### config.mk
export PLATFORM = sky130hd
export DESIGN_NAME = fft_sample_writer
export DESIGN_NICKNAME = d
export VERILOG_FILES = /design/src/rtl/fft_sample_writer.sv
export SDC_FILE = /design/constraint.sdc
export NUM_CORES = 2
export LEC_CHECK = 0
export CORE_AREA = 2 2 424 426
export DETAILED_ROUTE_END_ITERATION = 8
export DIE_AREA = 0 0 426 428
export PLACE_DENSITY = 0.69
export SLEW_MARGIN = 20
export SYNTH_ARGS = -nofsm -noshare
export SYNTH_HDL_FRONTEND = slang
export SYNTH_SLANG_ARGS = --single-unit
### constraint.sdc
create_clock -name clk -period 4.6 [get_ports clk]
set_input_delay 1.15 -clock clk [delete_from_list [all_inputs] [get_ports clk]]
set_output_delay 1.15 -clock clk [all_outputs]
set_load 0.1 [all_outputs]
### src/rtl/fft_sample_writer.sv
// fft_sample_writer: captures one frame of 2**ADDR_WIDTH samples from a
// valid/ready stream into an internal RAM with a 1-cycle registered read port.
// Optional build macro BIT_REVERSE_EN stores samples at the bit-reversed write
// pointer (decimation-in-time order); otherwise samples land in natural order.
module fft_sample_writer #(
    parameter int unsigned DATA_WIDTH = 32,
    parameter int unsigned ADDR_WIDTH = 6
) (
    input  logic                  clk,
    input  logic                  reset,
    input  logic                  start,
    input  logic                  in_valid,
    input  logic [DATA_WIDTH-1:0] in_data,
    output logic                  in_ready,
    input  logic [ADDR_WIDTH-1:0] rd_addr,
    output logic [DATA_WIDTH-1:0] rd_data,
    output logic [ADDR_WIDTH-1:0] count,
    output logic                  busy,
    output logic                  done,
    output logic                  overflow
);

    localparam int unsigned DEPTH = 2 ** ADDR_WIDTH;

    typedef enum logic [1:0] {
        ST_IDLE    = 2'd0,
        ST_CAPTURE = 2'd1,
        ST_DONE    = 2'd2
    } state_e;

    state_e                  state_q, state_d;
    logic [ADDR_WIDTH-1:0]   wr_ptr_q, wr_ptr_d;
    logic                    overflow_q, overflow_d;
    logic                    busy_q, busy_d;
    logic                    done_q, done_d;
    logic [DATA_WIDTH-1:0]   rd_data_q;
    logic                    wr_en;
    logic [ADDR_WIDTH-1:0]   waddr;

    logic [DATA_WIDTH-1:0]   mem [DEPTH];

`ifdef BIT_REVERSE_EN
    // Reverse bit order of the write pointer over ADDR_WIDTH bits.
    function automatic logic [ADDR_WIDTH-1:0] bit_rev(input logic [ADDR_WIDTH-1:0] a);
        logic [ADDR_WIDTH-1:0] r;
        r = '0;
        for (int i = 0; i < int'(ADDR_WIDTH); i++) begin
            r[i] = a[ADDR_WIDTH-1-i];
        end
        return r;
    endfunction

    assign waddr = bit_rev(wr_ptr_q);
`else
    assign waddr = wr_ptr_q;
`endif

    // Next-state, pointer and overflow logic; status flags follow next state.
    always_comb begin
        state_d    = state_q;
        wr_ptr_d   = wr_ptr_q;
        overflow_d = overflow_q;
        wr_en      = 1'b0;

        unique case (state_q)
            ST_IDLE: begin
                if (start) begin
                    state_d    = ST_CAPTURE;
                    wr_ptr_d   = '0;
                    overflow_d = 1'b0;
                end
            end
            ST_CAPTURE: begin
                if (in_valid) begin
                    wr_en    = 1'b1;
                    wr_ptr_d = ADDR_WIDTH'(wr_ptr_q + 1'b1);
                    if (wr_ptr_q == ADDR_WIDTH'(DEPTH - 1)) begin
                        state_d = ST_DONE;
                    end
                end
            end
            ST_DONE: begin
                if (start) begin
                    state_d    = ST_CAPTURE;
                    wr_ptr_d   = '0;
                    overflow_d = 1'b0;
                end else if (in_valid) begin
                    overflow_d = 1'b1;
                end
            end
            default: begin
                state_d = ST_IDLE;
            end
        endcase

        busy_d = (state_d == ST_CAPTURE);
        done_d = (state_d == ST_DONE);
    end

    // Control registers with synchronous reset.
    always_ff @(posedge clk) begin
        if (reset) begin
            state_q    <= ST_IDLE;
            wr_ptr_q   <= '0;
            overflow_q <= 1'b0;
            busy_q     <= 1'b0;
            done_q     <= 1'b0;
        end else begin
            state_q    <= state_d;
            wr_ptr_q   <= wr_ptr_d;
            overflow_q <= overflow_d;
            busy_q     <= busy_d;
            done_q     <= done_d;
        end
    end

    // Sample RAM write; contents survive reset.
    always_ff @(posedge clk) begin
        if (wr_en && !reset) begin
            mem[waddr] <= in_data;
        end
    end

    // Registered read port; same-address write returns the old word.
    always_ff @(posedge clk) begin
        if (reset) begin
            rd_data_q <= '0;
        end else begin
            rd_data_q <= mem[rd_addr];
        end
    end

    assign in_ready = busy_q;
    assign busy     = busy_q;
    assign done     = done_q;
    assign overflow = overflow_q;
    assign count    = wr_ptr_q;
    assign rd_data  = rd_data_q;

endmodule

==> results.yml <==
run_status:
  outcome: "finished, final reports clean"
min_path:
  hp-class: "flop to flop"
  hold_depth: 2
detailed_routing:
  routed.top_layer: "met5"
  initialDrtViolationCount: 5178
  wl_met2_um: 97100
  m1WireLength_um: 77400
  route.detailed.drc: 0
  met3_length_um: 19300
  viasPerCell: 6.10
  wl_um: 199000
  antenna_left: 0
  vias: 37768
  wire_per_inst_um: 32.1
  detail_route.first_pass.iterations: 6
yosys:
  synthCells: 3354
  synth_nets: 3397
  ys_ff_latch: 2091
  synthDominantCellAreaShare_pct: 77.3
  yosysSeqAreaShare_pct: 78.4
  synth_async_sr_flop_share_pct: 0
  yosysMostFrequentCell: "edfxtp_1"
  synth_warnings: 0
  syn_avg_cell_area_um2: 23.7
  synthDominantAreaCellType: "edfxtp_1"
  synth_area_um2: 79500
  synth_common_cells: "edfxtp_1 (2048), mux4_2 (560), nor2_1 (107), mux2i_1 (104), buf_2 (72)"
  ys_types: 50
  ys.flop_type: "edfxtp_1"
  synth-edff-count: 2048
  yosys-top-cells-area: "edfxtp_1 (77%), mux4_2 (16%), mux2i_1 (1.3%)"
critical_path:
  cp_max_fo: 10
  crit_cells: 1
  crit_buf_inv: 1
  cp_slowest_stage_delay_ps: 1250
  ff2ff_path_depth: 6
  required_ps: 3450
  path_class: "flop to primary output"
  cpLargestDelayFamily: "buffers and inverters"
  endpoint_kind: "primary output"
  cp_data_arrival_time_ps: 2770
  crit_path_top_delay_cell: "clkdlybuf4s50_1"
  start_kind: "flop"
  crit_chain: "clkdlybuf4s50_1"
pwr:
  p_total_w: 0.0393
  p_leak_nw: 28.5
  irDropWorstVdd_mv: 0.445
  power.density_nw_per_um2: 428
sta:
  min_period_ps: 3920
  rsz0062_at_grt: "no"
  maxSlewViolCount: 0
  hold_viol_final: 0
  fmax_ghz: 0.255
  post-route-period-util_pct: 85.3
  worst_pin_slew_ps: 1180
  max_slew_margin_pct: 20.3
  tns_ps: 0
  finalSetupViolCount: 0
  skew_ps: 30.9
floorplanning:
  initial_core_util_pct: 44.8
  die_x_um: 426
  dieArea_um2: 182000
  coreArea_um2: 178000
  chipHeight_um: 428
  ioPinCount: 84
  rows: 155
clock_tree:
  insertion_delay_ps: 830
  clk_pin_slew_ps: 60
  clk_path_buf_depth: 3
  post_cts_buffers: 0
  cts_buffers: 200
  clock-sinks: 2091
  cts_root_buffer: "clkbuf_16"
  htreeDepth: 4
  cts_tree: "done"
  hold_buffers: 0
  cts_resized: 0
cells_and_area:
  layout.area.seq_um2: 62400
  area_growth_pct: 15.3
  stdcell_count: 6192
  layout-drive-gt1-share_pct: 31.1
  num-nets-final: 3714
  multi_input_area_um2: 16600
  fillers: 13516
place:
  dp.cells: 5823
  hpwl_um: 112000
  finalWeightedCongestion: 0.823
  port-buffer-count: 83
global_route:
  track_usage_pct: 21.8
  grt_pass1_wl_um: 282000
  grt_pass1_vias: 37570
  antenna_found_initial: 10
  grt_overflow_total: 0
  grt_max_degree: 67
job:
  max-cap-violations: 0
[placed cells by master, fill, tap and decap left out, types with 6 or more instances in the layout]
master	instances
mux2i_1	104
dfxtp_1	43
o22ai_1	9
o21ai_1	8
o211ai_1	11
nor2_4	64
clkinv_1	39
clkbuf_16	204
o21ai_0	11
clkinv_2	44
clkbuf_1	38
bufinv_16	20
a21oi_1	28
a31oi_1	14
a211oi_1	8
nor3_1	11
a22oi_1	34
buf_4	146
nand3_1	17
mux4_2	560
edfxtp_1	2048
nand2b_1	7
buf_12	81
nor2_1	43
clkbuf_8	6
buf_2	14
o221ai_1	10
mux2_2	28
a221oi_1	7
inv_6	7
nand2_1	45
clkdlybuf4s50_1	44
nor2b_1	15
[report_power, final]
group / switching, W / internal, W / total, W
Combinational: 0.00131 / 0.000741 / 0.00205
Clock: 0.00689 / 0.00932 / 0.0162
Sequential: 0.0000436 / 0.0209 / 0.0210
[logic make-up (layout without fill, tap and decap cells)]
kind of cell / count (synthesis) / in the layout / share of synthesized area, %
other: 0 / 2 / 0
flip-flops: 2091 / 2091 / 78.4
multiplexers: 692 / 692 / 17.6
adder cells (fa/ha/maj): 1 / 1 / 0.0157
AND/OR/NAND/NOR: 223 / 223 / 1.25
buffers and inverters: 177 / 658 / 1.25
AO/OA/AOI/OAI: 166 / 166 / 1.46
XOR/XNOR: 4 / 4 / 0.0441
[routing by layer]
| metal | GRT usage (%) | vias up |
|---|---|---|
| li1 | - | 15025 |
| met1 | 31.1 | 20403 |
| met2 | 34.8 | 2052 |
| met3 | 4.13 | 282 |
| met4 | 5.84 | 6 |
| met5 | 0 | - |
[final timing paths]
check	start	endpoint	slack, ps
worst min register to register	overflow	overflow	470
worst max-delay path	count[5]	count[5]	680
worst max register to register	state_q[1]	mem[8][10]	1740
worst min-delay path	overflow	overflow	470
[sequential cells by signal, indices dropped and copies added (netlist names)]
signal,cells
done,1
mem,2048
state_q,2
busy,1
count,6
overflow,1
rd_data,32
[layout make-up]
type	instances	share of cell area, %
sequential	2091	68.0
multi-input combinational	1086	18.2
clock buffer	248	5.81
timing repair buffer	288	3.57
tap	2355	3.21
clock inverter	118	1.23
inverter	4	0.0205
antenna	2	0.00546
[through the flow]
stage	util, %	worst slack (ps)	hold slack [ps]	cell area (um2)
CTS	51.6	571	479	91600
global placement	47.9	521	457	85200
global route	51.6	581	509	91700
floorplan	-	792	480	79500
finish	51.6	678	474	91700
detailed placement	47.9	540	466	85200
Power figures use the tool's default switching activity.
